File: config.mk
export PLATFORM = sky130hd
export DESIGN_NAME = cog_hub_req_flat
export DESIGN_NICKNAME = d
export VERILOG_FILES = /design/src/rtl/cog_hub_req_if.sv /design/src/rtl/cog_hub_req.sv /design/src/flat_wrapper.sv
export SDC_FILE = /design/constraint.sdc
export NUM_CORES = 1
export LEC_CHECK = 0
export BUFFER_PORTS_ARGS = -buffer_cell sky130_fd_sc_hd__buf_2
export CORE_MARGIN = 1.5
export CORE_UTILIZATION = 47
export CTS_CLUSTER_SIZE = 40
export DETAILED_ROUTE_END_ITERATION = 10
export MAX_ROUTING_LAYER = met4
export PLACE_DENSITY_LB_ADDON = 0.25
export SYNTH_ARGS = -nofsm -noshare
export SYNTH_HDL_FRONTEND = slang
export SYNTH_SLANG_ARGS = --single-unit
File: constraint.sdc
create_clock -name clk_cog -period 2.3 [get_ports clk_cog]
set_clock_uncertainty 0.1 [all_clocks]
set_input_delay 0.23 -clock clk_cog [delete_from_list [all_inputs] [get_ports clk_cog]]
set_output_delay 0.23 -clock clk_cog [all_outputs]
set_load 0.02 [all_outputs]
File: src/rtl/cog_hub_req_if.sv
// ============================================================================
// Module      : cog_hub_req_if
// Description : Pipeline request and hub bus signals for cog_hub_req.
// Revision    : 1.0 - initial release
// ============================================================================
`default_nettype none

interface cog_hub_req_if;
  // hub side
  logic        ena_bus;
  logic        bus_sel_n;
  logic        bus_ack_n;
  logic [31:0] bus_q;
  logic        bus_c;
  logic        bus_r;
  logic        bus_e;
  logic        bus_w;
  logic [1:0]  bus_s;
  logic [15:0] bus_a;
  logic [31:0] bus_d;
  // pipeline side
  logic        req;
  logic        req_r;
  logic        req_w;
  logic [1:0]  req_s;
  logic [15:0] req_a;
  logic [31:0] req_d;
  logic        busy;
  logic        done;
  logic        err;
  logic [31:0] res_q;
  logic        res_c;

  modport slave (
    input  ena_bus, bus_sel_n, bus_ack_n, bus_q, bus_c,
    input  req, req_r, req_w, req_s, req_a, req_d,
    output bus_r, bus_e, bus_w, bus_s, bus_a, bus_d,
    output busy, done, err, res_q, res_c
  );

  modport master (
    output ena_bus, bus_sel_n, bus_ack_n, bus_q, bus_c,
    output req, req_r, req_w, req_s, req_a, req_d,
    input  bus_r, bus_e, bus_w, bus_s, bus_a, bus_d,
    input  busy, done, err, res_q, res_c
  );
endinterface

`default_nettype wire

File: src/rtl/cog_hub_req.sv
// ============================================================================
// Module      : cog_hub_req
// Description : Cog-side hub access sequencer with slot wait and ack timeout.
// Revision    : 1.0 - initial release
// ============================================================================
`default_nettype none

module cog_hub_req #(
  parameter int unsigned TMO = 16
) (
  input wire logic     clk_cog,
  input wire logic     res,
  cog_hub_req_if.slave hub
);

  localparam logic [7:0] C_TMO = 8'(TMO);

  typedef enum logic [1:0] {
    S_IDLE      = 2'd0,
    S_WAIT_SLOT = 2'd1,
    S_WAIT_ACK  = 2'd2,
    S_FIN       = 2'd3
  } state_t;

  state_t      r_state;
  state_t      w_state_nxt;
  logic        r_r;
  logic        r_w;
  logic [1:0]  r_s;
  logic [15:0] r_a;
  logic [31:0] r_d;
  logic [7:0]  r_tmo;
  logic [7:0]  w_tmo_nxt;
  logic        r_abort;
  logic        w_abort_nxt;
  logic [31:0] r_res_q;
  logic        r_res_c;
  logic        w_accept;
  logic        w_cap;
  logic        w_slot;

  always_comb begin
    w_state_nxt = r_state;
    w_tmo_nxt   = r_tmo;
    w_abort_nxt = r_abort;
    w_accept    = 1'b0;
    w_cap       = 1'b0;
    case (r_state)
      S_IDLE: begin
        if (hub.req) begin
          w_accept    = 1'b1;
          w_abort_nxt = 1'b0;
          w_state_nxt = S_WAIT_SLOT;
        end
      end
      S_WAIT_SLOT: begin
        if (hub.ena_bus && hub.bus_sel_n) begin
          w_tmo_nxt   = 8'd0;
          w_state_nxt = S_WAIT_ACK;
        end
      end
      S_WAIT_ACK: begin
        // An ack on the same strobe that would hit the limit still wins.
        if (hub.ena_bus) begin
          if (hub.bus_ack_n) begin
            w_cap       = 1'b1;
            w_state_nxt = S_FIN;
          end else if (r_tmo + 8'd1 == C_TMO) begin
            w_abort_nxt = 1'b1;
            w_state_nxt = S_FIN;
          end else begin
            w_tmo_nxt = r_tmo + 8'd1;
          end
        end
      end
      S_FIN: begin
        w_state_nxt = S_IDLE;
      end
      default: begin
        w_state_nxt = S_IDLE;
      end
    endcase
  end

  always_ff @(posedge clk_cog) begin
    if (res) begin
      r_state <= S_IDLE;
      r_tmo   <= 8'd0;
      r_abort <= 1'b0;
      r_r     <= 1'b0;
      r_w     <= 1'b0;
      r_s     <= 2'b00;
      r_a     <= 16'h0000;
      r_d     <= 32'h0000_0000;
      r_res_q <= 32'h0000_0000;
      r_res_c <= 1'b0;
    end else begin
      r_state <= w_state_nxt;
      r_tmo   <= w_tmo_nxt;
      r_abort <= w_abort_nxt;
      if (w_accept) begin
        r_r <= hub.req_r;
        r_w <= hub.req_w;
        r_s <= hub.req_s;
        r_a <= hub.req_a;
        r_d <= hub.req_d;
      end
      if (w_cap) begin
        r_res_q <= hub.bus_q;
        r_res_c <= hub.bus_c;
      end
    end
  end

  // The hub ORs all cogs together, so drive nothing outside our own slot.
  assign w_slot    = (r_state == S_WAIT_SLOT) && hub.bus_sel_n;
  assign hub.bus_e = w_slot;
  assign hub.bus_r = w_slot & r_r;
  assign hub.bus_w = w_slot & r_w;
  assign hub.bus_s = w_slot ? r_s : 2'b00;
  assign hub.bus_a = w_slot ? r_a : 16'h0000;
  assign hub.bus_d = w_slot ? r_d : 32'h0000_0000;

  assign hub.busy  = (r_state != S_IDLE);
  assign hub.done  = (r_state == S_FIN) && !r_abort;
  assign hub.err   = (r_state == S_FIN) && r_abort;
  assign hub.res_q = r_res_q;
  assign hub.res_c = r_res_c;

endmodule

`default_nettype wire

File: src/flat_wrapper.sv
// flat-port wrapper written by rule: the top's interface ports become plain ports
module cog_hub_req_flat 
#(
  parameter int unsigned TMO = 16
)
  (clk_cog, res, hub_ena_bus, hub_bus_sel_n, hub_bus_ack_n, hub_bus_q, hub_bus_c, hub_req, hub_req_r, hub_req_w, hub_req_s, hub_req_a, hub_req_d, hub_bus_r, hub_bus_e, hub_bus_w, hub_bus_s, hub_bus_a, hub_bus_d, hub_busy, hub_done, hub_err, hub_res_q, hub_res_c);
  cog_hub_req_if hub_i ();
  input wire logic clk_cog;
  input wire logic res;
  input wire logic [$bits(hub_i.ena_bus)-1:0] hub_ena_bus;
  input wire logic [$bits(hub_i.bus_sel_n)-1:0] hub_bus_sel_n;
  input wire logic [$bits(hub_i.bus_ack_n)-1:0] hub_bus_ack_n;
  input wire logic [$bits(hub_i.bus_q)-1:0] hub_bus_q;
  input wire logic [$bits(hub_i.bus_c)-1:0] hub_bus_c;
  input wire logic [$bits(hub_i.req)-1:0] hub_req;
  input wire logic [$bits(hub_i.req_r)-1:0] hub_req_r;
  input wire logic [$bits(hub_i.req_w)-1:0] hub_req_w;
  input wire logic [$bits(hub_i.req_s)-1:0] hub_req_s;
  input wire logic [$bits(hub_i.req_a)-1:0] hub_req_a;
  input wire logic [$bits(hub_i.req_d)-1:0] hub_req_d;
  output wire logic [$bits(hub_i.bus_r)-1:0] hub_bus_r;
  output wire logic [$bits(hub_i.bus_e)-1:0] hub_bus_e;
  output wire logic [$bits(hub_i.bus_w)-1:0] hub_bus_w;
  output wire logic [$bits(hub_i.bus_s)-1:0] hub_bus_s;
  output wire logic [$bits(hub_i.bus_a)-1:0] hub_bus_a;
  output wire logic [$bits(hub_i.bus_d)-1:0] hub_bus_d;
  output wire logic [$bits(hub_i.busy)-1:0] hub_busy;
  output wire logic [$bits(hub_i.done)-1:0] hub_done;
  output wire logic [$bits(hub_i.err)-1:0] hub_err;
  output wire logic [$bits(hub_i.res_q)-1:0] hub_res_q;
  output wire logic [$bits(hub_i.res_c)-1:0] hub_res_c;
  assign hub_i.ena_bus = hub_ena_bus;
  assign hub_i.bus_sel_n = hub_bus_sel_n;
  assign hub_i.bus_ack_n = hub_bus_ack_n;
  assign hub_i.bus_q = hub_bus_q;
  assign hub_i.bus_c = hub_bus_c;
  assign hub_i.req = hub_req;
  assign hub_i.req_r = hub_req_r;
  assign hub_i.req_w = hub_req_w;
  assign hub_i.req_s = hub_req_s;
  assign hub_i.req_a = hub_req_a;
  assign hub_i.req_d = hub_req_d;
  assign hub_bus_r = hub_i.bus_r;
  assign hub_bus_e = hub_i.bus_e;
  assign hub_bus_w = hub_i.bus_w;
  assign hub_bus_s = hub_i.bus_s;
  assign hub_bus_a = hub_i.bus_a;
  assign hub_bus_d = hub_i.bus_d;
  assign hub_busy = hub_i.busy;
  assign hub_done = hub_i.done;
  assign hub_err = hub_i.err;
  assign hub_res_q = hub_i.res_q;
  assign hub_res_c = hub_i.res_c;
  cog_hub_req #(.TMO(TMO)) u_core (.clk_cog(clk_cog), .res(res), .hub(hub_i));
endmodule
==> metrics.txt <==
status=completed; Hold-fix buffers, CTS=48; Ports=180; Post-Synthesis Cells=542; Yosys top cell by area=dfxtp_1; 1st-iter DRT viols=184; post-CTS resize count=0; peak supply drop=0.0004016 V; P_leak=around 2.8 nW; nets=between 800 and 900; Async S/R FF share, synth=0; Final Max Slew Viols=0; max-cap violations=0; Hold Path Class=input port to flop; WS Path Type=flop to output pin; top-area cell type share of the netlist area=0.4628; CP endpoint=hub_bus_d[31]; dpl hpwl=7436 microns; netlist area before placement=0.004153 sq mm; CP arrival=approximately 1700 ps; Final ANT Viol Nets=0; layout cells sized above 1=0.2874; Post-CTS Setup Bufs=0; synthesized-area fraction occupied by adder cells=0.01808; Wirelength per Cell=around 14 microns; grt total ovfl=0; YS warnings=0; syn nets=639; via density per instance=5.138; Crit. End Element=output pin; Tcrit/Tclk final=0.8986; EDFF count, synth=0; CTS Sinks=96; routed via count=approximately 4400; Die Ht=97.00 microns; clock slew at reported path FFs=100 ps; Avg Inst Size Synth=7.662 sq um; placer's final routability congestion estimate=0.8295; drt drc=0; TNS Setup=0 ps; row count=34; Unique masters post-synth=40; Clock Tree Root=clkbuf_8; cell area power density=772.8 mW/mm^2; Simple-Gate Fraction of Synth Area=0.3034; Rel. slew slack=0.6178; Critical R2R Capture=u_core.r_tmo[0]; main combinational cell family by area after synthesis=simple AND/OR/NAND/NOR gates; Final Critical Period=2067 ps; ys flop type=dfxtp_1; commonest non-fill, non-tap cell in the layout=nand2_1; Total Die Area=0.009408 sq mm; Critical Path RT=1970 ps; r2r startpoint=u_core.r_state[0]; Fmax=between 400 and 500 MHz; worst reg2reg path depth=7; XOR/XNOR share of the synthesized area=0.004218; worst slew pin tran=573.4 ps; area delta synth->final=40.49%; Compound-Gate Fraction of Synth Area=0.1528; top post-synthesis cells by area=dfxtp_1 46%, nand2_1 17%, a21oi_1 11%, and3_1 8.3%, clkbuf_1 3.3%; DP Cell Count=795; R2R setup slack=330 ps; CP startpoint kind=flop; TritonCTS buffer count=9; initial antenna violation count=0; DRT Pass-1 Iters=5; # setup viols final=0; TritonCTS clock tree=yes; Hold Fails Final Rpt=0; vias in the first global route=4183; CTS max path bufs=2; starting density of the core=0.4809; Core ar.=between 0.008 and 0.009 sq mm; die width=between 90 and 100 microns; sequential area share after synthesis=0.4628; first-pass GRT wire length=19180 microns; Min-Delay Startpoint=hub_req_a[4]; CP Launch Point=u_core.r_state[1]; port buffer count=179; post-synthesis register bit count=96; WL final=11870 microns; All-Layer GR Usage=0.2519; Post-Layout Cell Count=863; Clk Latency, worst-skew pair=350 ps; largest net degree at the start of global routing=53; most frequent cells in the layout=182 x nand2_1, 179 x buf_2, 96 x dfxtp_1; Ant. Diodes=0; H-tree Lvls=3; post-synthesis mux area share=0.004821; RSZ-0062 raised after global routing=no; Crit Path Max Fanout=50
[cells by family after synthesis]
kind of cell	Yosys count
xor gates and xnor gates	2
DFF	96
AOI/OAI and AO/OA	113
buffers and inverters	52
and+or+nand+nor	271
muxes	2
adders and majority gates	6
[Yosys cell counts, types with 4 or more instances]
cell type / instances
buf_2: 5
o21ai_0: 4
ha_1: 6
a21oi_1: 93
dfxtp_1: 96
and3_1: 55
clkbuf_1: 37
nor3_1: 4
inv_1: 4
nand2_1: 183
nor2b_1: 4
nand3_1: 4
[worst min path at each step]
| stage | endpoint | cells after the start | slack [ps] |
|---|---|---|---|
| 2_1_floorplan | u_core.r_a[0] | 2 | 270 |
| 3_3_place_gp | u_core.r_d[9] | 2 | 340 |
| 3_5_place_dp | u_core.r_a[0] | 2 | 340 |
| 4_1_cts | u_core.r_d[31] | 3 | 0.1 |
| 5_1_grt | u_core.r_a[8] | 3 | 2 |
| 6_report | u_core.r_a[4] | 3 | 10 |
[critical path, stage by stage (launching register included)]
cell     delay (ps)
dfxtp_1         350
inv_1            80
ha_1            320
buf_12          240
and3_1          190
buf_2           160
[layer usage]
layer	vias up	part of all wire	track usage
met4	0	0.026	0.09699
met1	2020	0.42	0.2999
met5	-	0	-
met2	168	0.50	0.4228
met3	29	0.054	0.04697
li1	2217	-	-
[metrics by stage]
step | area, sq um | total power (W) | util | hold slack [ps] | setup slack [ps]
after floorplan | 4153 | 0.002942 | - | 266.0 | 540.8
after CTS | 5794 | 0.004526 | 0.6710 | 0.1457 | 223.1
final | 5834 | 0.004509 | 0.6756 | 12.46 | 233.3
after global placement | 5126 | 0.003370 | 0.5936 | 336.8 | 446.9
after detailed placement | 5126 | 0.003414 | 0.5936 | 341.8 | 352.9
after global routing | 5834 | 0.004790 | 0.6756 | 2.015 | 112.8
[state kept, by name (all words and copies together), names as in the netlist]
| register | count |
|---|---|
| u_core.r_s | 2 |
| u_core.r_abort | 1 |
| u_core.r_w | 1 |
| u_core.r_a | 16 |
| u_core.hub.res_c | 1 |
| u_core.hub.res_q | 32 |
| u_core.r_state | 2 |
| u_core.r_tmo | 8 |
| u_core.r_r | 1 |
| u_core.r_d | 32 |
[where the power goes]
group          internal (W)  leakage (nW)  switching, W  total, W
Sequential          0.00188         0.782      0.000103   0.00198
Clock              0.000441        0.0956      0.000618   0.00106
Combinational      0.000553          1.93      0.000915   0.00147
Total               0.00287          2.81       0.00164   0.00451
[cell type report]
| cell class | instances | area [sq um] |
|---|---|---|
| clock inverter | 6 | 50.05 |
| timing repair buffer | 243 | 1556 |
| clock buffer | 10 | 137.6 |
| sequential | 96 | 1922 |
| tap | 108 | 135.1 |
| fill | 734 | 2801 |
| multi-input combinational | 394 | 2011 |
| inverter | 6 | 22.52 |
Note: power is estimated with default switching activity, not from simulation.
